<file path="src/rtl/sr_ff_monitor.sv">
// Observer for a clocked SR flip-flop: tracks the expected stored bit, checks q/q_n against it,
// flags illegal set=reset=1 commands and keeps saturating error/check counters plus a sticky fail flag.
module sr_ff_monitor #(
    parameter int CNT_W       = 8,
    parameter bit COMPL_CHECK = 1'b1
) (
    input  logic             clk,
    input  logic             rst_n,
    input  logic             clr,
    input  logic             set,
    input  logic             reset,
    input  logic             q,
    input  logic             q_n,
    output logic [1:0]       state,
    output logic             err_mismatch,
    output logic             err_compl,
    output logic             err_illegal,
    output logic             fail,
    output logic [CNT_W-1:0] err_cnt,
    output logic [CNT_W-1:0] chk_cnt
);

    localparam logic [1:0] ST_UNKNOWN = 2'b00;
    localparam logic [1:0] ST_KNOWN0  = 2'b01;
    localparam logic [1:0] ST_KNOWN1  = 2'b10;
    localparam logic [1:0] ST_ILLEGAL = 2'b11;

    localparam logic [CNT_W-1:0] CNT_MAX     = {CNT_W{1'b1}};
    localparam logic [CNT_W+1:0] CNT_MAX_EXT = {2'b00, {CNT_W{1'b1}}};

    logic [1:0]       state_q, state_d;
    logic             mismatch_q, mismatch_d;
    logic             compl_q, compl_d;
    logic             illegal_q, illegal_d;
    logic             fail_q, fail_d;
    logic [CNT_W-1:0] err_cnt_q, err_cnt_d;
    logic [CNT_W-1:0] chk_cnt_q, chk_cnt_d;

    logic             known;
    logic [1:0]       err_incr;
    logic [CNT_W-1:0] err_base, chk_base;
    logic [CNT_W+1:0] err_sum;

    always_comb begin
        known      = (state_q == ST_KNOWN0) || (state_q == ST_KNOWN1);
        mismatch_d = known && (q != (state_q == ST_KNOWN1));
        compl_d    = known && COMPL_CHECK && (q_n == q);
        illegal_d  = set && reset;

        state_d = state_q;
        case ({set, reset})
            2'b10:   state_d = ST_KNOWN1;
            2'b01:   state_d = ST_KNOWN0;
            2'b11:   state_d = ST_ILLEGAL;
            default: state_d = state_q;
        endcase

        // clr restarts the counters from zero but this edge's own events still count
        err_base = clr ? '0 : err_cnt_q;
        chk_base = clr ? '0 : chk_cnt_q;

        err_incr  = {1'b0, mismatch_d} + {1'b0, compl_d} + {1'b0, illegal_d};
        err_sum   = {2'b00, err_base} + {{CNT_W{1'b0}}, err_incr};
        err_cnt_d = (err_sum > CNT_MAX_EXT) ? CNT_MAX : err_sum[CNT_W-1:0];

        chk_cnt_d = chk_base;
        if (known && (chk_base != CNT_MAX)) begin
            chk_cnt_d = chk_base + CNT_W'(1);
        end

        fail_d = (clr ? 1'b0 : fail_q) | mismatch_d | compl_d | illegal_d;
    end

    always_ff @(posedge clk or negedge rst_n) begin
        if (!rst_n) begin
            state_q    <= ST_UNKNOWN;
            mismatch_q <= 1'b0;
            compl_q    <= 1'b0;
            illegal_q  <= 1'b0;
            fail_q     <= 1'b0;
            err_cnt_q  <= '0;
            chk_cnt_q  <= '0;
        end else begin
            state_q    <= state_d;
            mismatch_q <= mismatch_d;
            compl_q    <= compl_d;
            illegal_q  <= illegal_d;
            fail_q     <= fail_d;
            err_cnt_q  <= err_cnt_d;
            chk_cnt_q  <= chk_cnt_d;
        end
    end

    assign state        = state_q;
    assign err_mismatch = mismatch_q;
    assign err_compl    = compl_q;
    assign err_illegal  = illegal_q;
    assign fail         = fail_q;
    assign err_cnt      = err_cnt_q;
    assign chk_cnt      = chk_cnt_q;

endmodule

</file>
<file path="config.mk">
export PLATFORM = sky130hd
export DESIGN_NAME = sr_ff_monitor
export DESIGN_NICKNAME = d
export VERILOG_FILES = /design/src/rtl/sr_ff_monitor.sv
export SDC_FILE = /design/constraint.sdc
export NUM_CORES = 1
export LEC_CHECK = 0
export BUFFER_PORTS_ARGS = -buffer_cell sky130_fd_sc_hd__buf_2
export CAP_MARGIN = 20
export CORE_MARGIN = 4
export CORE_UTILIZATION = 45
export DETAILED_ROUTE_END_ITERATION = 6
export GPL_TIMING_DRIVEN = 0
export PLACE_DENSITY = 0.76
export SLEW_MARGIN = 20
export SYNTH_ARGS = -nofsm -noshare
export SYNTH_HDL_FRONTEND = slang
export SYNTH_SLANG_ARGS = --single-unit
export TNS_END_PERCENT = 10
</file>
<file path="constraint.sdc">
create_clock -name clk -period 3.3 [get_ports clk]
set_input_delay 0.495 -clock clk [delete_from_list [all_inputs] [get_ports clk]]
set_output_delay 0.495 -clock clk [all_outputs]
set_load 0.03 [all_outputs]
</file>
Word-level counts from Yosys, hierarchy flattened
Index checks and enable logic that the tools add are counted.

storage, ports and cells
  bits in registers = 22
  input port bits = 7
  output and inout bits = 22

cells by class
  add/sub/neg operators = 4
  $lt $le $gt $ge = 1
  eq/ne operators = 8
  mux-type cells = 6
  bitwise operators = 3
  reduce and logical (&&, ||, !) cells = 6

operator list
  cell                                                                              number
  8-bit two-way mux                                                                 4
  8-bit by 2-bit adder with 9-bit output                                            1
  9-bit by 8-bit greater-than comparator with 1-bit output (second input constant)  1
  8-bit by 1-bit adder with 8-bit output (second input constant)                    1
  8-bit != test (second input constant)                                             1
  2-bit == test (second input constant)                                             3
  2-bit case mux with 3 select lines                                                1
  2-bit by 1-bit == test with 1-bit output (second input constant)                  2
  1-bit logical AND                                                                 4
  1-bit bitwise OR                                                                  3
  3-bit nonzero test                                                                1
  1-bit by 1-bit adder with 2-bit output                                            1
  2-bit by 1-bit adder with 2-bit output                                            1
  1-bit == test                                                                     1
  1-bit logical OR                                                                  1
  1-bit two-way mux                                                                 1
  1-bit != test                                                                     1

Logic depth before layout (Yosys ltp)
  depth in word-level cells = 8
  gate-level depth with buffers = 11

Least setup slack after synthesis
Ideal clock, no wire load.

  kind = reg-to-reg
  start = reg state_q[0] (netlist: state[0])
  end = reg err_cnt_q[0] (netlist: err_cnt[0])
  arrival time = 2.713 ns
  required time = 3.229 ns
  path slack = 0.516 ns
  cell stages (with the launch flop) = 12
  buffers on the path = 1
  period minus slack after synthesis = 2.784 ns
  cells stage by stage = dfrtp_1 inv_1 ha_1 buf_6 nor2_1 fa_1 ha_1 inv_1 fa_1 nor3b_2 nand4_1 nand2b_1

between the ends
  longest elaborated chain between the ends = 8
  elaborated cells on any way between the ends = 11
  classes of those cells = 3 x add/sub; 1 x order compare; 3 x eq/ne; 1 x mux; 3 x reduce/logical

ends and longest elaborated chain
  what                                                                              RTL line  text
  start: declaration                                                                31        logic [1:0] state_q, state_d;
  start signal: assignment                                                          84        state_q <= state_d;
  2-bit == test / 2-bit by 1-bit == test with 1-bit output (equally long branches)  45, 46
  1-bit != test / 1-bit logical OR (equally long branches)                          46, 45
  1-bit logical AND *                                                               46        mismatch_d = known && (q != (state_q == ST_KNOWN1));
  via mismatch_d                                                                    32        logic mismatch_q, mismatch_d;
  1-bit by 1-bit adder with 2-bit output *                                          62        err_incr = {1'b0, mismatch_d} + {1'b0, compl_d} + {1'b0, illegal_d};
  2-bit by 1-bit adder with 2-bit output *                                          62
  8-bit by 2-bit adder with 9-bit output *                                          63        err_sum = {2'b00, err_base} + {{CNT_W{1'b0}}, err_incr};
  9-bit by 8-bit greater-than comparator with 1-bit output                          64        err_cnt_d = (err_sum > CNT_MAX_EXT) ? CNT_MAX : err_sum[CNT_W-1:0];
  8-bit two-way mux *                                                               64
  via err_cnt_d[0]                                                                  36        logic [CNT_W-1:0] err_cnt_q, err_cnt_d;
  end signal: assignment                                                            89        err_cnt_q <= err_cnt_d;
  end: declaration                                                                  36

Mark *: on every way through the listed nets, which the timed path passes. The rest lies on a longest branch.
A chain may end at the register's enable or synchronous reset.

Worst setup path in the final report
  start = reg state_q[1] (netlist: state[1])
  end = reg err_cnt_q[0] (netlist: err_cnt[0])

The elaborated chain is that of the path after synthesis.

==> impl_metrics.env <==
export IMPL_ys_async_sr_fraction=1.00
export IMPL_syn_avg_cell_area_um2=10.5
export IMPL_max_freq_mhz=350
export IMPL_via_per_inst=5.66
export IMPL_grt_pass1_wl_um=4380
export IMPL_ctsLongestPathBuffers=2
export IMPL_finalSetupViolations=0
export IMPL_yosys_top_cells_count="22 x dfrtp_1, 9 x a21oi_1, 8 x inv_1"
export IMPL_cts_hold_buf=0
export IMPL_switchingPower_uw=225
export IMPL_place_gp_congestion=0.766
export IMPL_multi_input_area_um2=589
export IMPL_chipWidth_um=59.4
export IMPL_fin_nets=159
export IMPL_dp_hpwl_um=1910
export IMPL_core_area_um2=2500
export IMPL_cts_buffers=3
export IMPL_initial_utilization=0.476
export IMPL_cts_tree="done"
export IMPL_p_leak_nw=0.720
export IMPL_drive_above_1_share=0.269
export IMPL_fp_row_count=18
export IMPL_routedWlPerCell_um=14.5
export IMPL_cp_end_kind="flop"
export IMPL_grtUsageTotal=0.160
export IMPL_hold_viol_final=0
export IMPL_dieArea_um2=3530
export IMPL_yosysTopAreaCellShare=0.463
export IMPL_antenna_found_initial=0
export IMPL_yosys_warnings=0
export IMPL_diodes=0
export IMPL_synthesis_area_um2=1190
export IMPL_num_io_pins=29
export IMPL_required_ns=3.54
export IMPL_nFillCells=230
export IMPL_die_h_um=59.4
export IMPL_insertion_delay_ns=0.30
export IMPL_via_count=991
export IMPL_ir_drop_mv=0.313
export IMPL_cap_violations=0
export IMPL_worstPathArrival_ns=3.10
export IMPL_area_growth_pct=19.3
export IMPL_p_int_uw=483
export IMPL_synth_most_common_cell="dfrtp_1"
export IMPL_dpl_cell_area_um2=1370
export IMPL_ant_nets=0
export IMPL_dr_pass1_iters=4
export IMPL_path_clk_slew_ns=0.13
export IMPL_status="finished, final reports clean"
export IMPL_grt_max_degree=23
export IMPL_drt_iter0_drc=24
export IMPL_fin_crit_ns=2.86
export IMPL_yosysTopAreaCell="dfrtp_1"
export IMPL_grt_pass1_vias=1012
export IMPL_fin_skew_ns=0.00225
export IMPL_p_per_area_nw_per_um2=499
export IMPL_crit_type="reg -> reg"
export IMPL_portBuffers=28
export IMPL_rsz0062_at_grt="false"
export IMPL_drv_slew=0
export IMPL_cts_resized=0
export IMPL_slew_headroom=0.673
export IMPL_synth_cell_types=39
export IMPL_final_area_um2=1420
export IMPL_holdCritPathClass="in -> async"
export IMPL_cts_root_buf="clkbuf_4"
export IMPL_p_comb_frac=0.267
export IMPL_cts_sinks=22
export IMPL_ys_ff_latch=22
export IMPL_worstMarginPinSlew_ns=0.490
export IMPL_synth_main_ff_cell="dfrtp_1"
export IMPL_syn_nets=126
export IMPL_seqPwrFrac=0.444
export IMPL_p_sw_frac=0.318
export IMPL_wirelength_um=2540
export IMPL_seq_area_frac_synth=0.463
export IMPL_htree_levels=1
export IMPL_drc=0
export IMPL_regArea_um2=551
export IMPL_postCtsSetupRepairBufs=0
export IMPL_setup_tns_ns=0
export IMPL_fin_crit_sh=0.865
export IMPL_synth_edf_count=0
export IMPL_ys_top_cells_by_area="dfrtp_1 46%, ha_1 4.2%, a21oi_1 3.8%"
export IMPL_cp_start_kind="flop"
export IMPL_p_clk_frac=0.289
export IMPL_grt_ovfl_total=0
export IMPL_path_max_fanout=9
export IMPL_syn_inst=113
worst max-delay path, stage by stage (launching register included):
cell      delay [ns]
dfrtp_1         0.42
ha_1            0.30
buf_6           0.12
nor2_1          0.08
fa_1            0.55
ha_1            0.16
inv_1           0.05
fa_1            0.43
nor3b_2         0.30
nand4_1         0.23
nand2b_1        0.14
power by group through the flow:
stage,sequential (mW),clock (mW),combinational [mW]
2_1_floorplan,0.374,0,0.0744
3_3_place_gp,0.319,0,0.185
3_5_place_dp,0.321,0,0.191
4_1_cts,0.315,0.211,0.192
5_1_grt,0.320,0.223,0.208
6_report,0.314,0.205,0.189
metrics by stage:
| step | std cells | setup slack (ns) | utilization | total power, mW | hold slack, ns |
|---|---|---|---|---|---|
| global route | 175 | 0.265 | 0.568 | 0.750 | 0.147 |
| detailed placement | 171 | 0.366 | 0.547 | 0.511 | 0.492 |
| global placement | 171 | 0.471 | 0.547 | 0.505 | 0.478 |
| CTS | 175 | 0.430 | 0.568 | 0.718 | 0.145 |
| finish | 175 | 0.444 | 0.568 | 0.708 | 0.132 |
| floorplan | 113 | 0.516 | - | 0.448 | 0.199 |
kinds of logic (layout without fill, tap and decap cells):
| family | count (synthesis) | count (layout) | synth area share |
|---|---|---|---|
| AOI/OAI and AO/OA | 30 | 30 | 0.171 |
| xor gates and xnor gates | 2 | 2 | 0.0147 |
| adders and majority gates | 6 | 6 | 0.0757 |
| buffers and inverters | 11 | 43 | 0.0421 |
| DFF | 22 | 22 | 0.463 |
| muxes | 2 | 2 | 0.0189 |
| and+or+nand+nor | 40 | 40 | 0.215 |
flip-flops by register name (all words and copies together) (netlist names):
name and cells:
err_cnt 8, chk_cnt 8, fail 1, err_illegal 1, state 2, err_compl 1, err_mismatch 1
final timing paths:
kind	start	endpoint	slack (ns)	cells after the start
min in group clk	set	state[1]	0.39	2
worst min-delay path	rst_n	err_mismatch	0.13	1
worst max register to register	state[1]	err_cnt[0]	0.44	10
max in group asynchronous	rst_n	chk_cnt[3]	2.84	1
worst min register to register	state[1]	state[1]	0.53	1
worst max-delay path	state[1]	err_cnt[0]	0.44	10
cells in the final DEF, fill, tap and decap left out, types with 2 or more instances in the layout:
cell type,synthesis,routed
a211oi_1,5,5
nand3_1,5,5
nand4b_1,2,2
clkbuf_4,0,3
nor2_1,2,2
a31oi_1,4,4
and3_1,3,3
and2_1,2,2
nand2b_1,5,5
mux2_2,2,2
fa_1,2,2
buf_2,1,29
inv_1,8,8
a21o_1,2,2
nor2b_1,6,6
ha_1,4,4
o21ai_0,3,3
nand2_1,4,4
nand4_1,3,3
a21oi_1,9,9
dfrtp_1,22,22
cell type report:
type | instances | area share
plain buffers | 2 | 0.0115
clock buffers | 3 | 0.0159
clock inverters | 1 | 0.0211
inverters | 9 | 0.0238
multi-input cells | 80 | 0.415
flip-flops and latches | 22 | 0.388
well taps | 30 | 0.0264
repair buffers | 28 | 0.0987
metal layers:
metal	vias to the layer above	share of wire	GRT usage
met5	-	0	0
met4	0	0.0051	0.0485
met3	2	0.053	0.0327
met2	24	0.48	0.268
met1	482	0.46	0.207
li1	483	-	-
Note: power is estimated with default switching activity, not from simulation.
